<file path="src/rtl/multi_ball_gen_pkg.sv">
// rtl/multi_ball_gen_pkg.sv - shared helpers for the multi-ball motion engine
// Purpose: width derivation and reset-position helpers used by multi_ball_gen.
// Ports: none (package).
package multi_ball_gen_pkg;

  // Number of bits needed to hold values 0..value-1 (ceiling log2).
  function automatic int log2(input int value);
    int r;
    r = 0;
    while ((1 << r) < value) r++;
    return r;
  endfunction

  // Reset x centre of ball i: evenly spread across the screen, then pulled
  // inside the legal centre range so the ball never starts in a wall.
  function automatic int init_x(input int i, input int width,
                                input int num_balls, input int radius);
    int x;
    x = ((2 * i + 1) * width) / (2 * num_balls);
    if (x < radius) x = radius;
    if (x > width - 1 - radius) x = width - 1 - radius;
    return x;
  endfunction

endpackage

</file>
<file path="src/rtl/ball_axis_step.sv">
// rtl/ball_axis_step.sv - one-axis position step with wall reflection
// Purpose: combinational p+v step, clamped to [lo, hi] with velocity reversal.
// Ports:
//   p      in   W      current centre coordinate
//   v      in   W+2    signed velocity
//   p_next out  W      stepped coordinate
//   v_next out  W+2    velocity after a possible reflection
//   hit    out  1      a reflection happened on this step
module ball_axis_step #(
  parameter int W  = 10,
  parameter int lo = 16,
  parameter int hi = 1007
) (
  input  logic [W-1:0]        p,
  input  logic signed [W+1:0] v,
  output logic [W-1:0]        p_next,
  output logic signed [W+1:0] v_next,
  output logic                hit
);

  localparam logic signed [W+1:0] LO = (W+2)'(lo);
  localparam logic signed [W+1:0] HI = (W+2)'(hi);

  // Two guard bits keep the sum from wrapping past either wall.
  logic signed [W+1:0] n;
  logic                v_pos_dir;
  logic                v_neg_dir;

  assign n         = $signed({2'b00, p}) + v;
  assign v_neg_dir = v[W+1];
  assign v_pos_dir = !v[W+1] && (v != '0);

  always_comb begin
    p_next = n[W-1:0];
    v_next = v;
    hit    = 1'b0;
    if (v_pos_dir && (n >= HI)) begin
      p_next = W'(hi);
      v_next = -v;
      hit    = 1'b1;
    end else if (v_neg_dir && (n <= LO)) begin
      p_next = W'(lo);
      v_next = -v;
      hit    = 1'b1;
    end
  end

endmodule

</file>
<file path="src/rtl/multi_ball_gen.sv">
// rtl/multi_ball_gen.sv - N-ball bouncing motion engine with atomic publish
// Purpose: on each move strobe, steps every ball once (one per clock), then
// publishes all positions together to the renderer.
// Ports:
//   clk        in   1             clock
//   reset      in   1             synchronous, active-high
//   move       in   1             frame strobe, starts a sweep when idle
//   pause      in   1             freeze positions during STEP cycles
//   h_pos      out  num_balls*XW  packed x centres, ball i at [i*XW +: XW]
//   v_pos      out  num_balls*YW  packed y centres
//   busy       out  1             sweep in progress
//   bounce_cnt out  16            saturating reflection count
//   overrun    out  1             sticky: move seen while busy
module multi_ball_gen
  import multi_ball_gen_pkg::*;
#(
  parameter int width       = 1024,
  parameter int height      = 768,
  parameter int num_balls   = 4,
  parameter int ball_radius = 16,
  parameter int speed       = 1
) (
  input  logic                                 clk,
  input  logic                                 reset,
  input  logic                                 move,
  input  logic                                 pause,
  output logic [num_balls*log2(width)-1:0]     h_pos,
  output logic [num_balls*log2(height)-1:0]    v_pos,
  output logic                                 busy,
  output logic [15:0]                          bounce_cnt,
  output logic                                 overrun
);

  localparam int XW = log2(width);
  localparam int YW = log2(height);
  localparam int IW = (log2(num_balls) > 1) ? log2(num_balls) : 1;

  localparam logic [1:0] S_IDLE    = 2'd0;
  localparam logic [1:0] S_STEP    = 2'd1;
  localparam logic [1:0] S_PUBLISH = 2'd2;

  localparam logic signed [XW+1:0] VX = (XW+2)'(speed);
  localparam logic signed [YW+1:0] VY = (YW+2)'(speed);
  localparam logic [IW-1:0]        LAST = IW'(num_balls - 1);

  logic [1:0]    state;
  logic [IW-1:0] idx;

  // Working state; only h_pos/v_pos are visible to the renderer.
  logic [XW-1:0]        x_r  [num_balls];
  logic [YW-1:0]        y_r  [num_balls];
  logic signed [XW+1:0] vx_r [num_balls];
  logic signed [YW+1:0] vy_r [num_balls];

  logic [XW-1:0]        x_nxt;
  logic [YW-1:0]        y_nxt;
  logic signed [XW+1:0] vx_nxt;
  logic signed [YW+1:0] vy_nxt;
  logic                 hit_x;
  logic                 hit_y;
  logic [16:0]          cnt_sum;
  logic [15:0]          cnt_sat;

  // One stepper per axis, time-shared across balls through the index mux.
  ball_axis_step #(.W(XW), .lo(ball_radius), .hi(width - 1 - ball_radius)) u_step_x (
    .p      (x_r[idx]),
    .v      (vx_r[idx]),
    .p_next (x_nxt),
    .v_next (vx_nxt),
    .hit    (hit_x)
  );

  ball_axis_step #(.W(YW), .lo(ball_radius), .hi(height - 1 - ball_radius)) u_step_y (
    .p      (y_r[idx]),
    .v      (vy_r[idx]),
    .p_next (y_nxt),
    .v_next (vy_nxt),
    .hit    (hit_y)
  );

  // A corner hit adds two; the count pins at all-ones.
  assign cnt_sum = {1'b0, bounce_cnt} + {16'd0, hit_x} + {16'd0, hit_y};
  assign cnt_sat = cnt_sum[16] ? 16'hFFFF : cnt_sum[15:0];

  assign busy = (state != S_IDLE);

  always_ff @(posedge clk) begin
    if (reset) begin
      state      <= S_IDLE;
      idx        <= '0;
      bounce_cnt <= '0;
      overrun    <= 1'b0;
      for (int i = 0; i < num_balls; i++) begin
        x_r[i]              <= XW'(init_x(i, width, num_balls, ball_radius));
        y_r[i]              <= YW'(height / 2);
        vx_r[i]             <= (i % 2 == 0) ? VX : -VX;
        vy_r[i]             <= (i % 2 == 0) ? -VY : VY;
        h_pos[i*XW +: XW]   <= XW'(init_x(i, width, num_balls, ball_radius));
        v_pos[i*YW +: YW]   <= YW'(height / 2);
      end
    end else begin
      if (move && busy) overrun <= 1'b1;
      case (state)
        S_IDLE: begin
          if (move) begin
            state <= S_STEP;
            idx   <= '0;
          end
        end
        S_STEP: begin
          if (!pause) begin
            x_r[idx]   <= x_nxt;
            y_r[idx]   <= y_nxt;
            vx_r[idx]  <= vx_nxt;
            vy_r[idx]  <= vy_nxt;
            bounce_cnt <= cnt_sat;
          end
          if (idx == LAST) state <= S_PUBLISH;
          else             idx   <= idx + 1'b1;
        end
        S_PUBLISH: begin
          for (int i = 0; i < num_balls; i++) begin
            h_pos[i*XW +: XW] <= x_r[i];
            v_pos[i*YW +: YW] <= y_r[i];
          end
          state <= S_IDLE;
        end
        default: state <= S_IDLE;
      endcase
    end
  end

endmodule

</file>
<file path="config.mk">
export PLATFORM = sky130hd
export DESIGN_NAME = multi_ball_gen
export DESIGN_NICKNAME = d
export VERILOG_FILES = /design/src/rtl/multi_ball_gen_pkg.sv /design/src/rtl/ball_axis_step.sv /design/src/rtl/multi_ball_gen.sv
export SDC_FILE = /design/constraint.sdc
export NUM_CORES = 1
export LEC_CHECK = 0
export BUFFER_PORTS_ARGS = -buffer_cell sky130_fd_sc_hd__buf_2
export CORE_MARGIN = 2
export CORE_UTILIZATION = 30
export CTS_CLUSTER_DIAMETER = 200
export DETAILED_ROUTE_END_ITERATION = 7
export GPL_TIMING_DRIVEN = 0
export SLEW_MARGIN = 20
export SYNTH_ARGS = -nofsm -noshare
export SYNTH_HDL_FRONTEND = slang
export SYNTH_SLANG_ARGS = --single-unit
export TNS_END_PERCENT = 10
</file>
<file path="constraint.sdc">
create_clock -name clk -period 7.4 [get_ports clk]
set_input_delay 1.11 -clock clk [delete_from_list [all_inputs] [get_ports clk]]
set_output_delay 1.11 -clock clk [all_outputs]
set_load 0.01 [all_outputs]
</file>
==> flow_summary.toml, run 1 <==
[status]
status = "completed"

[worst_setup_path]
worst-path-max-fanout = 10
start_kind = "flop"
rrSetupSlack_ns = 0.59
cpPeakStageDelay_ns = 0.45
slowest_stage = "or4_1"
worst_ep_required_time_ns = 7.86
critPathKind = "reg2reg"
arrival_ns = 7.27
cp-end-kind = "flop"
crit_chain = "buf_2 -> buf_2 -> clkbuf_4 -> buf_4 -> clkbuf_4 -> mux4_2 -> ha_1 -> a2111oi_0 -> o21ai_0 -> a221oi_2 -> nand2b_1 -> or4_1 -> o22ai_1 -> buf_4 -> nor2_1 -> fa_1 -> inv_1 -> ha_1 -> and3_1 -> nand2_1 -> nor2_2 -> nand2_1 -> a21oi_1"

[synth]
async_flop_share = 0
syn_inst = 1203
yosysSeqAreaShare = 0.5648
synth_area_um2 = 13010
ys_seq_elements = 279
synth_fp_nets = 1234
synth_flop_cell = "edfxtp_1"
synth.distinct_cells = 65
yosys_warnings = 0
syn_area_per_cell_um2 = 10.81
synth_edf_count = 176

[final_layout]
final_area_um2 = 15320
drive_gt1_frac = 0.1734
num_antenna_cells = 0
utilization = 0.3565
nNetsFinal = 1370
syn2layout_area_growth_pct = 17.80

[sta]
fmax_mhz = 146.9
fin_crit_sh = 0.9199
whs_ns = 0.4487
slew_headroom = 0.3793
hold_viol_final = 0
drv_slew = 0
fin_skew_ns = 0.02011
fin_ws_ns = 0.5928
fin_crit_ns = 6.807
setup_viol = 0
worst_pin_slew_ns = 0.9291
rsz0062_at_grt = "no"

[floorplan]
pin_count = 102
fp.dieArea_um2 = 45040
num_rows = 76
die_y_um = 212.2
core_area_um2 = 42980
die_x_um = 212.2
start_util = 0.3026

[global_route]
grt_use_total = 0.1589
grt_max_degree = 45
antenna_found_initial = 0
grt_overflow = 0
first_global_vias = 9668
grt_pass1_wl_mm = 55.12

[place]
io_buffers = 100
placedInstanceArea_um2 = 14340
dpl_worst_slack_ns = -0.6963
gp_congestion = 0.8933
dp_hpwl_mm = 26.12

[clock_network]
cts.htree.levels = 1
cts_tree = "yes"
clockBufferDepth = 3
cts_made_buffers = 29
insertion_delay_ns = 0.56
clock_sinks = 279
postCtsHoldBufs = 0
clk_pin_slew_worst_paths_ns = 0.06
clockRootBuffer = "clkbuf_16"

[pwr]
power-per-cell-area_nw_per_um2 = 244.7
leakagePower_nw = 5.342
vdd_drop_max_mv = 0.1269
p_total_w = 0.003750

[routing]
drt-total-wl_mm = 35.79
wl_per_cell_um = 18.39
vias = 9624
antenna_left = 0
remaining_drc_errors = 0
drtPass1Iterations = 4
via_per_inst = 4.946
drt-initial-drc-count = 792

[min_path]
hold_class = "reg2reg"
min-delay-start = "v_pos[9]$_SDFFE_PP0N_"

[run]
drv_cap = 0
cell usage in the layout (no fill, tap or decap), types with 5 or more instances in the layout:
master and instances:
nand2_1 247, edfxtp_1 176, nor2_1 141, buf_2 105, dfxtp_1 103, a21oi_1 102
clkbuf_1 58, mux4_2 42, clkbuf_16 30, inv_1 29, ha_1 24, xnor2_1 18
nand3b_1 18, nor3_1 16, xor2_1 15, o21ai_0 14, nand3_1 12, a21boi_0 11
nand2b_1 10, a211oi_1 9, a2111oi_0 8, and2_1 8, and3_1 8, mux2i_1 7
nor2b_1 7, or3_1 7, a31oi_1 7, nor3b_1 6, o21a_1 6, o22ai_1 6
clkbuf_8 6, buf_4 5, o211ai_1 5, clkinv_2 5, inv_4 5
power breakdown:
part | switching (W) | total (W) | internal (W)
registers | 0.0000188 | 0.00171 | 0.00169
clock network | 0.000609 | 0.00142 | 0.000806
logic | 0.000401 | 0.000621 | 0.000220
cell usage after synthesis, types with 8 or more instances:
| master | instances | area share |
|---|---|---|
| dfxtp_1 | 103 | 0.16 |
| nor2_1 | 142 | 0.041 |
| xnor2_1 | 18 | 0.012 |
| clkbuf_1 | 56 | 0.016 |
| ha_1 | 24 | 0.023 |
| nor3_1 | 17 | 0.0065 |
| nand3b_1 | 18 | 0.010 |
| a21oi_1 | 102 | 0.039 |
| xor2_1 | 15 | 0.010 |
| o21ai_0 | 14 | 0.0054 |
| and3_1 | 8 | 0.0038 |
| a2111oi_0 | 8 | 0.0054 |
| nand2_1 | 247 | 0.071 |
| nand3_1 | 12 | 0.0046 |
| nand2b_1 | 13 | 0.0063 |
| mux4_2 | 42 | 0.073 |
| edfxtp_1 | 176 | 0.41 |
| a21boi_0 | 11 | 0.0063 |
| and2_1 | 8 | 0.0038 |
| inv_1 | 29 | 0.0084 |
| a211oi_1 | 10 | 0.0058 |
kinds of logic (layout without fill, tap and decap cells):
family	after synthesis	count (layout)	share of synthesized area
simple gates	504	504	0.1688
flops	279	279	0.5648
buf+inv	97	255	0.03078
mux	53	53	0.08157
fa+ha+maj	27	27	0.02770
compound gates	208	208	0.1016
xor+xnor	35	35	0.02472
path summary, 6_finish.rpt:
kind / to / cells past startpoint
setup / recovery: bounce_cnt[4]$_SDFFE_PP0P_ / 23
hold / removal: v_pos[9]$_SDFFE_PP0N_ / 2
setup reg to reg: bounce_cnt[4]$_SDFFE_PP0P_ / 23
hold reg to reg: v_pos[9]$_SDFFE_PP0N_ / 2
area by class of cell:
cell class	instances	area, um2
well taps	585	732.0
clock inverters	12	73.82
fillers	4321	27660
plain buffers	68	306.5
clock buffers	41	853.3
inverters	29	108.9
multi-input cells	827	5319
flip-flops and latches	279	7347
repair buffers	105	583.1
sequential cells by signal, indices dropped and copies added (netlist names), named ones only:
signal	count
y_r	40
state	2
vy_r	48
vx_r	48
bounce_cnt	16
idx	2
overrun	1
x_r	40
v_pos	40
h_pos	40
metrics by stage:
stage               setup TNS (ns)  cells
floorplan                        0   1203
global placement            -9.855   1888
detailed placement          -8.820   1891
CTS                              0   1944
global route                     0   1946
finish                           0   1946
repair_timing:
action                                  CTS  global route
endpoints found under the setup margin   16            14
setup buffers                             0             2
pin swaps                                 0             1
resized for setup                        10            10
metal layers:
layer,global-route usage,up-vias,wire [um]
li1,-,4567,-
met1,0.2031,4752,15530
met2,0.2774,254,17480
met3,0.02230,51,1937
met4,0.05088,0,845
met5,0,-,0
critical path, delay by kind of cell, from the launching register on:
kind | cells | cell delay (ns)
AND/OR/NAND/NOR | 7 | 1.53
buffers and inverters | 7 | 1.89
adder cells (fa/ha/maj) | 3 | 1.00
flip-flops | 1 | 0.35
AO/OA/AOI/OAI | 5 | 1.58
multiplexers | 1 | 0.37
Note: power is estimated with default switching activity, not from simulation.
==> inputs of run 2 (changes only) <==
Settings changed: CORE_UTILIZATION 30 to 47.
==> run 2 against run 1 <==
Net effect: combinational power down 2%; hold slack better by 0.00086 ns; critical path depth did not move; global-route usage grew 7.9 points; core utilization up 20 points.
==> flow_summary.toml, run 2 (synthesized netlist as in run 1, its figures left out) <==
[sta]
fmax_mhz = 144.6
setup_viol = 0
hold_viol_final = 0
whs_ns = 0.4496
drv_slew = 0
slew_headroom = 0.3744
fin_crit_sh = 0.9346
fin_crit_ns = 6.916
rsz0062_at_grt = "no"
fin_setup_tns_ns = 0
worst_pin_slew_ns = 0.9312
fin_skew_ns = 0.01377

[global_route]
grt_overflow = 0
first_global_vias = 9317
grt_max_degree = 45
grt_pass1_wl_mm = 52.74
grt_use_total = 0.2376
antenna_found_initial = 0

[floorplan]
start_util = 0.4800
pin_count = 102
fp.dieArea_um2 = 29020
core_area_um2 = 27100
die_y_um = 170.4
num_rows = 60
die_x_um = 170.4

[pwr]
vdd_drop_max_mv = 0.1621
power-per-cell-area_nw_per_um2 = 252.8
p_total_w = 0.003804
leakagePower_nw = 5.326

[worst_setup_path]
cp-end-kind = "flop"
path_delay_family = "buffers and inverters"
critPathKind = "reg2reg"
cp_num_buf_inv = 7
worst_ep_required_time_ns = 7.88
slowest_stage = "mux4_2"
worst-path-max-fanout = 10
crit_chain = "buf_2 -> buf_2 -> clkbuf_4 -> buf_4 -> clkbuf_2 -> mux4_2 -> ha_1 -> a2111oi_0 -> o21ai_0 -> a221oi_2 -> nand2b_1 -> or4_1 -> o22ai_1 -> buf_4 -> nor2_1 -> fa_1 -> inv_1 -> ha_1 -> and3_1 -> nand2_1 -> nor2_2 -> nand2_1 -> a21oi_1"
arrival_ns = 7.40
cpPeakStageDelay_ns = 0.44
start_kind = "flop"

[routing]
wl_per_cell_um = 19.73
antenna_left = 0
wl_met3_mm = 2.481
remaining_drc_errors = 0
vias = 9571
wl_met1_mm = 15.89
drt-initial-drc-count = 577
drtPass1Iterations = 5
wl_met2_mm = 15.16
drt-total-wl_mm = 34.19
highest_layer = "met4"
via_per_inst = 5.523

[final_layout]
drive_gt1_frac = 0.1675
nNetsFinal = 1368
stdcell_count = 1733
syn2layout_area_growth_pct = 15.69
top_regs = "vx_r (48), vy_r (48)"
mostFrequentLayoutCell = "nand2_1"
num_antenna_cells = 0
final_cell_mix = "nand2_1, edfxtp_1, nor2_1, buf_2, dfxtp_1"

[clock_network]
cts_tree = "yes"
clockRootBuffer = "clkbuf_16"
insertion_delay_ns = 0.57
clk_pin_slew_worst_paths_ns = 0.06
cts.htree.levels = 1
cts_made_buffers = 30
clockBufferDepth = 3
clock_sinks = 279

[min_path]
hold_class = "reg2reg"
min-delay-start = "h_pos[3]$_SDFFE_PP0N_"

[status]
status = "completed"

[place]
dp_cells = 1676
gp_congestion = 0.9053
io_buffers = 100
dp_hpwl_mm = 24.42

[run]
drv_cap = 0
[run 2: cell count changes in the layout (fill, tap and decap cells not counted), moves of 2 or more]
cell / before / now
inv_4: 5 / 0
clkbuf_4: 3 / 1
clkbuf_16: 30 / 33
clkbuf_1: 58 / 64
clkbuf_2: 1 / 3
[run 2: worst min-delay path, stage by stage (launching register included)]
cell     delay (ns)
dfxtp_1        0.30
nand2_1        0.05
a21oi_1        0.05
[run 2: final timing paths]
kind | end | slack [ns] | cells past startpoint
setup / recovery | bounce_cnt[2]$_SDFFE_PP0P_ | 0.48 | 23
hold / removal | h_pos[3]$_SDFFE_PP0N_ | 0.45 | 2
setup reg to reg | bounce_cnt[2]$_SDFFE_PP0P_ | 0.48 | 23
hold reg to reg | h_pos[3]$_SDFFE_PP0N_ | 0.45 | 2
[run 2: through the flow]
| stage | setup slack, ns | instance area (um2) | utilization |
|---|---|---|---|
| floorplan | 1.332 | 13010 | - |
| global placement | -0.7211 | 13970 | 0.5156 |
| detailed placement | -0.7379 | 14020 | 0.5175 |
| CTS | 0.1505 | 15030 | 0.5546 |
| global route | 0.01079 | 15050 | 0.5553 |
| finish | 0.4843 | 15050 | 0.5553 |
[run 2: layer usage]
layer / global-route usage / up-vias
met2: 0.3727 / 277
met3: 0.04233 / 54
met4: 0.05574 / 0
li1: - / 4581
met1: 0.3451 / 4659
met5: 0 / -
[run 2: area by class of cell]
cell class	count	area, um2
buffer	68	301.5
clock buffer	50	950.9
clock inverter	6	32.53
fill	2375	12050
inverter	29	108.9
multi-input combinational	827	5314
sequential	279	7347
tap	372	465.4
timing repair buffer	102	528.0
[run 2: timing repair]
action	in CTS	in global routing
hold buffers	0	0
buffers inserted	0	1
setup endpoints to repair	16	14
pin swaps	0	1
gates resized for setup	10	6
hold endpoints to repair	0	0
[run 2: report_power, final]
group	total (W)	switching, W	internal, W
Clock	0.00148	0.000607	0.000870
Sequential	0.00172	0.0000195	0.00170
Combinational	0.000611	0.000396	0.000215
==> inputs of run 3 (changes only) <==
Settings changed: PLACE_DENSITY set to 0.7.
==> run 3 against run 2 <==
Net effect: core utilization shrank 0.30 points; cell count shrank 0.23%; clock skew shrank 0.0023 ns; worst setup slack gained 0.082 ns; die area is the same; clock power shrank 6%; largest power group unchanged; register-to-register slack gained 0.08 ns; hold slack is essentially flat; via count grew 2.3%.
==> flow_summary.toml, run 3 (synthesized netlist as in run 1, its figures left out) <==
[status]
status = "completed"

[sta]
setup_viol = 0
fin_crit_ns = 6.833
fmax_mhz = 146.3
hold_viol_final = 0
fin_skew_ns = 0.01144
slew_headroom = 0.3070
worst_pin_slew_ns = 1.032
drv_slew = 0
fin_crit_sh = 0.9234
rsz0062_at_grt = "no"
fin_ws_ns = 0.5668

[routing]
wl_per_cell_um = 19.53
drt-total-wl_mm = 33.78
remaining_drc_errors = 0
antenna_left = 0
vias = 9787
drtPass1Iterations = 5
drt-initial-drc-count = 962
via_per_inst = 5.660

[floorplan]
pin_count = 102
start_util = 0.4800
num_rows = 60
core_area_um2 = 27100
die_x_um = 170.4
die_y_um = 170.4
fp.dieArea_um2 = 29020

[worst_setup_path]
start_kind = "flop"
slowest_stage = "a2111oi_1"
critPathKind = "reg2reg"
worst_ep_required_time_ns = 7.81
crit_top_cell = "buf_2"
worst-path-max-fanout = 10
cp-end-kind = "flop"
arrival_ns = 7.24
cpPeakStageDelay_ns = 0.44

[place]
dp_cells = 1676
dp_hpwl_mm = 23.74
dpl_worst_slack_ns = -0.6970
io_buffers = 100
gp_congestion = 0.9031

[global_route]
antenna_found_initial = 0
grt_max_degree = 45
grt_overflow = 0
grt_pass1_wl_mm = 52.49
grt_use_total = 0.2338
first_global_vias = 9507

[pwr]
leakagePower_nw = 5.274
power-per-cell-area_nw_per_um2 = 248.4
vdd_drop_max_mv = 0.2141

[clock_network]
clockBufferDepth = 3
clk_pin_slew_worst_paths_ns = 0.06
cts_tree = "yes"
clockRootBuffer = "clkbuf_16"
clock_sinks = 279
cts.htree.levels = 1
postCtsHoldBufs = 0
insertion_delay_ns = 0.55
cts_made_buffers = 28

[final_layout]
syn2layout_area_growth_pct = 15.05
drive_gt1_frac = 0.1651
stdcell_count = 1729
filler_cell_count = 2279
num_antenna_cells = 0
multi_input_area_um2 = 5315
top_regs = "vx_r (48), vy_r (48)"
nNetsFinal = 1366
mostFrequentLayoutCell = "nand2_1"
final-seq-area_um2 = 7347
final_cell_mix = "nand2_1, edfxtp_1, nor2_1, buf_2, dfxtp_1"

[min_path]
hold_class = "reg2reg"

[run]
drv_cap = 0
-- run 3: cell count changes in the layout (fill, tap and decap cells not counted), moves of 2 or more --
cell	delta
clkbuf_16	-4
clkbuf_1	-3
clkinv_1	+3
clkbuf_8	-2
clkinvlp_4	+2
-- run 3: layout make-up --
type	count	area share
tap	372	0.03110
buffer	68	0.02015
clock buffer	40	0.05393
inverter	29	0.007274
sequential	279	0.4909
multi-input combinational	827	0.3552
clock inverter	12	0.006187
timing repair buffer	102	0.03528
-- run 3: routing by layer --
metal,up-vias,track usage,share of wire
li1,4555,-,-
met1,4798,0.3249,0.44
met2,374,0.3849,0.47
met3,60,0.03070,0.071
met4,0,0.07023,0.027
met5,-,0,0
-- run 3: worst max-delay path: cells and delay by family (launching register included) --
family	cells	cell delay, ns
AO/OA/AOI/OAI	5	1.40
adder cells (fa/ha/maj)	3	1.02
buffers and inverters	7	1.98
flip-flops	1	0.31
multiplexers	1	0.43
AND/OR/NAND/NOR	9	1.55
-- run 3: path summary, 6_finish.rpt --
| check | start | endpoint | slack [ns] | cells past startpoint |
|---|---|---|---|---|
| worst max-delay path | flop | bounce_cnt[12]$_SDFFE_PP0P_ | 0.57 | 25 |
| worst min-delay path | v_pos[3]$_SDFFE_PP0N_ | v_pos[3]$_SDFFE_PP0N_ | 0.45 | 2 |
| worst max register to register | flop | bounce_cnt[12]$_SDFFE_PP0P_ | 0.57 | 25 |
| worst min register to register | v_pos[3]$_SDFFE_PP0N_ | v_pos[3]$_SDFFE_PP0N_ | 0.45 | 2 |
-- run 3: metrics by stage --
stage	power [W]	hold WS [ns]	cell area (um2)	utilization	setup TNS (ns)
finish	0.003718	0.4499	14970	0.5522	0
global route	0.003840	0.4779	14970	0.5522	0
CTS	0.003706	0.4519	14940	0.5514	0
detailed placement	0.002336	0.4435	14020	0.5175	-9.047
global placement	0.002326	0.4414	13970	0.5156	-6.953
floorplan	0.002183	0.4503	13010	-	0
-- run 3: power breakdown --
group | leakage [nW] | switching, W | internal (W) | total [W]
combinational | 2.41 | 0.000399 | 0.000215 | 0.000614
clock | 0.435 | 0.000597 | 0.000793 | 0.00139
sequential | 2.43 | 0.0000182 | 0.00170 | 0.00171
total | 5.27 | 0.00101 | 0.00270 | 0.00372
-- run 3: timing repair --
| item | in CTS | in global routing |
|---|---|---|
| buffers inserted | 0 | 1 |
| pin swaps | 0 | 1 |
| setup endpoints to repair | 16 | 14 |
| gates resized for setup | 8 | 9 |
